[src/rtl/prog_loader.sv]
// Program RAM port-b writer: parses SYNC/page/addr/count/data/checksum frames from the
// host byte link and writes 16-bit instruction words, holding the CPU while loading.
module prog_loader #(
    parameter logic [7:0]  SYNC   = 8'hA5,
    parameter int unsigned PAGE_W = 2,
    parameter int unsigned ADDR_W = 8
) (
    input  logic              clk,
    input  logic              rst_n,
    input  logic [7:0]        rx_data,
    input  logic              rx_valid,
    output logic              rx_ready,
    output logic [PAGE_W-1:0] prog_page,
    output logic [ADDR_W-1:0] prog_addr,
    output logic [15:0]       prog_data,
    output logic              prog_we,
    output logic              cpu_hold,
    output logic              done,
    output logic              err
);

    typedef enum logic [3:0] {
        IDLE,
        PAGE,
        ADDR,
        COUNT,
        DHI,
        DLO,
        WRITE,
        CSUM,
        FAIL
    } state_t;

    state_t     state;
    logic [7:0] sum;
    logic [7:0] cnt;
    logic [7:0] dhi;
    logic       xfer;
    logic       is_sync;

    assign xfer    = rx_valid & rx_ready;
    assign is_sync = (rx_data == SYNC);

    // Frame parser; every output is a register updated here.
    always_ff @(posedge clk) begin
        if (!rst_n) begin
            state     <= IDLE;
            rx_ready  <= 1'b0;
            prog_page <= '0;
            prog_addr <= '0;
            prog_data <= '0;
            prog_we   <= 1'b0;
            cpu_hold  <= 1'b0;
            done      <= 1'b0;
            err       <= 1'b0;
            sum       <= '0;
            cnt       <= '0;
            dhi       <= '0;
        end else begin
            prog_we  <= 1'b0;
            rx_ready <= 1'b1;
            case (state)
                IDLE, FAIL: begin
                    if (xfer && is_sync) begin
                        done     <= 1'b0;
                        err      <= 1'b0;
                        sum      <= '0;
                        cpu_hold <= 1'b1;
                        state    <= PAGE;
                    end
                end
                PAGE: begin
                    if (xfer) begin
                        if (rx_data[7:PAGE_W] != '0) begin
                            err   <= 1'b1;
                            state <= FAIL;
                        end else begin
                            prog_page <= rx_data[PAGE_W-1:0];
                            sum       <= sum + rx_data;
                            state     <= ADDR;
                        end
                    end
                end
                ADDR: begin
                    if (xfer) begin
                        prog_addr <= ADDR_W'(rx_data);
                        sum       <= sum + rx_data;
                        state     <= COUNT;
                    end
                end
                COUNT: begin
                    // A count byte of 0 walks the full 256-word range.
                    if (xfer) begin
                        cnt   <= rx_data;
                        sum   <= sum + rx_data;
                        state <= DHI;
                    end
                end
                DHI: begin
                    if (xfer) begin
                        dhi   <= rx_data;
                        sum   <= sum + rx_data;
                        state <= DLO;
                    end
                end
                DLO: begin
                    // Word = {op[4:0], fil[2:0], im[7:0]}; strobe and ready drop together.
                    if (xfer) begin
                        prog_data <= {dhi, rx_data};
                        sum       <= sum + rx_data;
                        prog_we   <= 1'b1;
                        rx_ready  <= 1'b0;
                        state     <= WRITE;
                    end
                end
                WRITE: begin
                    prog_addr <= prog_addr + ADDR_W'(1);
                    cnt       <= cnt - 8'd1;
                    state     <= (cnt == 8'd1) ? CSUM : DHI;
                end
                CSUM: begin
                    if (xfer) begin
                        if (rx_data == sum) begin
                            done <= 1'b1;
                        end else begin
                            err <= 1'b1;
                        end
                        cpu_hold <= 1'b0;
                        state    <= IDLE;
                    end
                end
                default: begin
                    state <= IDLE;
                end
            endcase
        end
    end

endmodule

[config.mk]
export PLATFORM = sky130hd
export DESIGN_NAME = prog_loader
export DESIGN_NICKNAME = d
export VERILOG_FILES = /design/src/rtl/prog_loader.sv
export SDC_FILE = /design/constraint.sdc
export NUM_CORES = 1
export LEC_CHECK = 0
export ABC_AREA = 1
export BUFFER_PORTS_ARGS = -buffer_cell sky130_fd_sc_hd__buf_2
export CAP_MARGIN = 20
export CELL_PAD_IN_SITES_DETAIL_PLACEMENT = 0
export CELL_PAD_IN_SITES_GLOBAL_PLACEMENT = 1
export CORE_MARGIN = 3
export CORE_UTILIZATION = 30
export DETAILED_ROUTE_END_ITERATION = 8
export GPL_TIMING_DRIVEN = 0
export MAX_ROUTING_LAYER = met4
export PLACE_DENSITY_LB_ADDON = 0.3
export SYNTH_ARGS = -nofsm -noshare
export SYNTH_HDL_FRONTEND = slang
export SYNTH_SLANG_ARGS = --single-unit
[constraint.sdc]
create_clock -name clk -period 2.94 [get_ports clk]
set_input_delay 0 -clock clk [delete_from_list [all_inputs] [get_ports clk]]
set_output_delay 0 -clock clk [all_outputs]
set_load 0.05 [all_outputs]
==> impl_metrics.tcl, run 1 <==
set metrics [dict create \
    fin_crit_sh 0.577 \
    io_pins 42 \
    crit_slowest_cell "ha_1" \
    cp_data_arrival_time_ns 1.93 \
    hold_viol 0 \
    fp.coreArea_um2 9950 \
    synth_area_leaders "dfxtp_1, nand2_1, inv_1" \
    p_per_area_nw_per_um2 778 \
    synthFlopType "dfxtp_1" \
    ir_worst_vdd_v 0.000269 \
    static-leakage-power_nw 1.74 \
    netlist_area_um2 3130 \
    wl_um 8890 \
    drt_pass1_iterations 4 \
    fillCellCount 1102 \
    yosys.area.top_type "dfxtp_1" \
    path_class "flop to flop" \
    yosysSeqAreaShare 0.377 \
    cp-end-kind "flop" \
    syn-instance-count 466 \
    cts_tree "yes" \
    routabilityCongestion 0.893 \
    cts_buffers 9 \
    status "completed" \
    fin_skew_ns 0.0126 \
    fp.dieW_um 108 \
    period_needed_ns 1.70 \
    fmax_mhz 589 \
    max-clock-path-buffers 2 \
    cts_setup_buffers 0 \
    synth-seq-cells 59 \
    first_iter_violations 128 \
    overflow 0 \
    setup_tns_ns 0 \
    fp-row-count 36 \
    vias 3072 \
    hold_slack_ns 0.0122 \
    drive_gt1_frac 0.159 \
    n_antenna_cell 0 \
    rsz0062_at_grt "no" \
    worstSetupStartpointType "flop" \
    path_cells "ha_1 -> nor2_1 -> nand2_1 -> nor2_1 -> nand3_1 -> a21oi_1 -> nand2_1 -> nand2_1 -> nor2_1" \
    drv_slew 0 \
    die_area_um2 11700 \
    syn_to_final_growth_pct 17.9 \
    setup_violations 0 \
    clk_latency_ns 0.33 \
    post_cts_resized 0 \
    avgRoutedWirePerCell_um 13.6 \
    grt_max_degree 11 \
    path_max_fanout 6 \
    crit_required_ns 3.17 \
    root_buffer "clkbuf_8" \
    syn-num-nets 488 \
    synth_top_area_frac 0.377 \
    die_h_um 108 \
    synthDistinctLibCells 31 \
    nets 539 \
    path_clk_slew_ns 0.07 \
    hpwl_um 6920 \
    grtUsageTotal 0.164 \
    via_per_inst 4.70 \
    syn_area_per_cell_um2 6.72 \
    grt_pass1_vias 2903 \
    htreeDepth 3 \
    io_buffers 40 \
    antenna_found_initial 0 \
    slew_headroom 0.604 \
    cap_viol_max_count 0 \
    tightest_slew_ns 0.594 \
    synth_edf_count 0 \
    max_stage_delay_ns 0.37 \
    grt_first_pass_wirelength_um 14500 \
    postCtsHoldBufs 0 \
    start_util 0.315 \
    hp-class "input pin to flop" \
    async_flop_share 0 \
    ant_nets 0 \
    yosysWarnings 0 \
    cts.sinks 59 \
    drc 0 \
]
[worst paths after layout]
kind                               from                         end  slack [ns]  cells after the start
max                 sum[4]$_SDFFE_PN0P_            err$_SDFFE_PN0P_        1.24                      9
min                          rx_data[3]   prog_data[3]$_SDFFE_PN0P_        0.01                      3
max reg2reg         sum[4]$_SDFFE_PN0P_            err$_SDFFE_PN0P_        1.24                      9
min reg2reg  prog_data[11]$_SDFFE_PN0P_  prog_data[11]$_SDFFE_PN0P_        0.45                      2
[per-stage QoR]
| step | power, mW | area, um^2 | util | instances | worst slack (ns) |
|---|---|---|---|---|---|
| 2_1_floorplan | 1.88 | 3130 | - | 466 | 1.19 |
| 3_3_place_gp | 2.14 | 3500 | 0.351 | 639 | 1.22 |
| 3_5_place_dp | 2.14 | 3500 | 0.351 | 639 | 1.24 |
| 4_1_cts | 2.90 | 3690 | 0.371 | 654 | 1.24 |
| 5_1_grt | 3.09 | 3690 | 0.371 | 654 | 1.01 |
| 6_report | 2.87 | 3690 | 0.371 | 654 | 1.24 |
[cell type report]
cell class / instances / area [um^2] / area share
well taps: 133 / 166 / 0.0451
plain buffers: 10 / 53.8 / 0.0146
flip-flops and latches: 59 / 1180 / 0.320
clock inverters: 2 / 35.0 / 0.00949
inverters: 66 / 248 / 0.0671
multi-input cells: 331 / 1650 / 0.447
repair buffers: 40 / 200 / 0.0542
clock buffers: 13 / 159 / 0.0430
[kinds of logic after synthesis]
logic type / count (synthesis) / share of synthesized area
DFF: 59 / 0.377
adders and majority gates: 11 / 0.0463
AOI/OAI and AO/OA: 88 / 0.148
xor gates and xnor gates: 5 / 0.0140
buffers and inverters: 76 / 0.0963
and+or+nand+nor: 227 / 0.318
[placed cells by master, fill, tap and decap left out, types with 10 or more instances in the layout]
cell	instances
nand2_1	119
inv_1	59
dfxtp_1	59
nor2_1	47
buf_2	44
nand3_1	34
a21oi_1	31
o21ai_0	29
o21ai_1	14
clkbuf_8	11
ha_1	10
[per-layer routing]
metal | vias to the layer above | part of all wire | track usage
li1 | 1601 | - | -
met1 | 1403 | 0.48 | 0.213
met2 | 62 | 0.46 | 0.265
met3 | 6 | 0.046 | 0.0269
met4 | 0 | 0.0072 | 0.0478
met5 | - | 0 | -
[sequential cells by signal, summed over array words and instances, names as in the netlist]
signal	cells
done	1
state	4
prog_we	1
cnt	8
sum	8
cpu_hold	1
prog_addr	8
prog_page	2
prog_data	16
err	1
rx_ready	1
dhi	8
[synth_stat cells, types with 2 or more instances]
cell	instances
o211ai_1	3
nand4_1	3
clkbuf_1	4
a21oi_1	31
dfxtp_1	59
nand3_2	3
xnor2_1	2
o21ai_1	14
o21ai_0	29
ha_1	10
inv_1	59
nor3_1	3
a31oi_1	9
nand3_1	34
nand2_2	4
nor2_4	5
nand2_1	119
xor2_1	3
inv_2	7
nor2_2	4
nor2_1	47
nand3b_1	2
buf_2	4
[critical path: cells and delay by family (launching register included)]
kind	cells	cell delay, ns
and+or+nand+nor	7	0.68
AOI/OAI and AO/OA	1	0.23
adders and majority gates	1	0.37
DFF	1	0.31
[report_power, final]
part | internal, mW | switching (mW) | total [mW]
Clock | 0.433 | 0.317 | 0.750
Sequential | 0.904 | 0.0786 | 0.983
Combinational | 0.372 | 0.770 | 1.14
No activity file was read; power rests on OpenSTA's default activity.
==> run 2: changes to the inputs <==
Clock period 2.94 ns to 1.5 ns, I/O delays scaled along.
==> run 2 against run 1 <==
Compared with the run above:
- the flow now finishes with violations (negative setup slack)
- count of clock-buffer cells in the layout decreased by 1
- design area grew 13%
- hold slack better by 0.0011 ns
- sequential power increased by 110%
- fmax increased by 11%
- non-clock buffer count up 12
- global-route usage rose by 1.0 points
- combinational power rose to 2.6 times the previous value
- clock skew decreased by 0.0012 ns
- flip-flop and latch count stayed put
- total power increased by 130%
- routed wire length grew 7.8%
- critical path type unchanged
- critical endpoint is now sum[5]$_SDFFE_PN0P_
- highest routed layer unchanged
==> impl_metrics.tcl, run 2 (same netlist as run 1, synthesis figures left out) <==
set metrics [dict create \
    status "finished with violations" \
    violations "negative setup slack" \
    io_pins 42 \
    setup_tns_ns -0.117 \
    max_stage_delay_ns 0.38 \
    antenna_found_initial 0 \
    routabilityCongestion 0.889 \
    drv_slew 0 \
    cap_viol_max_count 0 \
    crit_slowest_cell "dfxtp_4" \
    r2r-start "state[1]$_SDFFE_PN0P_" \
    htreeDepth 3 \
    fp-row-count 36 \
    fin_skew_ns 0.0114 \
    via_per_inst 4.87 \
    slew_headroom 0.552 \
    worst_slack_ns -0.0259 \
    final_cells 667 \
    crit_buf_inv 2 \
    first_iter_violations 127 \
    root_buffer "clkbuf_8" \
    cts_tree "yes" \
    cts.sinks 59 \
    final_cell_mix "nand2_1, inv_1, dfxtp_1" \
    clk_latency_ns 0.35 \
    io_buffers 40 \
    crit_cells 11 \
    setup_violations 8 \
    min_from "rx_data[7]" \
    syn_to_final_growth_pct 33.2 \
    n_antenna_cell 0 \
    largest_reg_flops 16 \
    path_max_fanout 5 \
    ff2ff_path_depth 11 \
    hpwl_um 7020 \
    timing.critical_path.mode_cell "nor2_4" \
    drc 0 \
    die_h_um 108 \
    cp_top_family "simple AND/OR/NAND/NOR gates" \
    fin_crit_sh 1.02 \
    final_common_cell "nand2_1" \
    rrSetupSlack_ns -0.03 \
    path_clk_slew_ns 0.07 \
    max-clock-path-buffers 2 \
    crit_start "state[1]$_SDFFE_PN0P_" \
    grtUsageTotal 0.175 \
    rr_endpoint "sum[5]$_SDFFE_PN0P_" \
    largest-register "prog_data" \
    hold_end "prog_data[7]$_SDFFE_PN0P_" \
    period_needed_ns 1.53 \
    cts_buffers 9 \
    tightest_slew_ns 0.672 \
    p_per_area_nw_per_um2 1590 \
    nets 551 \
    fin_area_um2 4170 \
    hold_depth 3 \
    overflow 0 \
    ir_worst_vdd_v 0.000536 \
    dp_cells 639 \
    path_class "flop to flop" \
    wl_um 9580 \
    pre_cts_ws_ns -0.242 \
    grt_max_degree 18 \
    drt_pass1_iterations 6 \
    path_cells "nand2_2 -> inv_2 -> nand2_1 -> nand2_2 -> nor2_4 -> nor2_4 -> nor2_4 -> buf_6 -> nand3_2 -> nand2_1 -> nor2_1" \
    fp.dieW_um 108 \
    dpl-instance-area_um2 3510 \
    grt_first_pass_wirelength_um 15300 \
    cp-end-kind "flop" \
    static-leakage-power_nw 1.87 \
    ant_nets 0 \
    fmax_mhz 655 \
    avgRoutedWirePerCell_um 14.4 \
    hp-class "input pin to flop" \
    worstSetupStartpointType "flop" \
    drive_gt1_frac 0.303 \
    start_util 0.315 \
    die_area_um2 11700 \
    hold_viol 0 \
    fillCellCount 1067 \
    fp.coreArea_um2 9950 \
    grt_pass1_vias 3031 \
    crit_required_ns 1.73 \
    vias 3245 \
    cp_data_arrival_time_ns 1.76 \
    rsz0062_at_grt "yes" \
    finalCoreUtilization 0.419 \
]
==> run 2: cell count changes in the layout (fill, tap and decap cells not counted), moves of 8 or more <==
cell	delta
buf_4	+11
nand2_1	-11
dfxtp_2	+8
inv_1	-8
dfxtp_1	-14
==> run 2: where the power goes <==
part / switching [mW] / total, mW / internal (mW)
clock network: 0.663 / 1.69 / 1.02
registers: 0.215 / 2.02 / 1.81
logic: 1.78 / 2.91 / 1.13
==> run 2: worst max-delay path by stage <==
stage / endpoint / slack, ns
final: sum[5]$_SDFFE_PN0P_ / -0.03
after global routing: sum[4]$_SDFFE_PN0P_ / -0.09
after CTS: sum[2]$_SDFFE_PN0P_ / -0.003
after detailed placement: prog_addr[4]$_SDFFE_PN0P_ / -0.24
after global placement: prog_addr[4]$_SDFFE_PN0P_ / -0.22
after floorplan: prog_addr[7]$_SDFFE_PN0P_ / 0.03
==> run 2: area by class of cell <==
type / instances / area (um^2) / share of cell area
Inverter: 66 / 255 / 0.0612
Clock inverter: 4 / 72.6 / 0.0174
Clock buffer: 12 / 155 / 0.0372
Timing Repair Buffer: 53 / 314 / 0.0753
Tap cell: 133 / 166 / 0.0399
Buffer: 9 / 65.1 / 0.0156
Multi-Input combinational cell: 331 / 1930 / 0.462
Sequential cell: 59 / 1210 / 0.291
==> run 2: metal layers <==
metal | up-vias | GRT usage | wire length (um)
met2 | 70 | 0.271 | 4640
met5 | - | - | 0
met1 | 1528 | 0.224 | 4370
met3 | 15 | 0.0328 | 380
met4 | 0 | 0.0712 | 191
li1 | 1632 | - | -
==> run 2: worst min-delay path, cell delays in order <==
cell	delay [ns]
buf_2	0.14
inv_1	0.10
o21ai_1	0.07
==> run 2: through the flow <==
step	total power [mW]	hold slack, ns
after global routing	7.03	0.0222
after detailed placement	4.22	0.374
after CTS	6.20	0.0108
after floorplan	3.69	0.110
final	6.62	0.0133
after global placement	4.19	0.360
==> run 2: what timing repair did <==
action,in CTS,in global routing
gates resized for setup,31,68
setup buffers,3,9
cloned,0,1
hold buffers,0,0
pin swaps,5,23
setup endpoints to repair,51,50
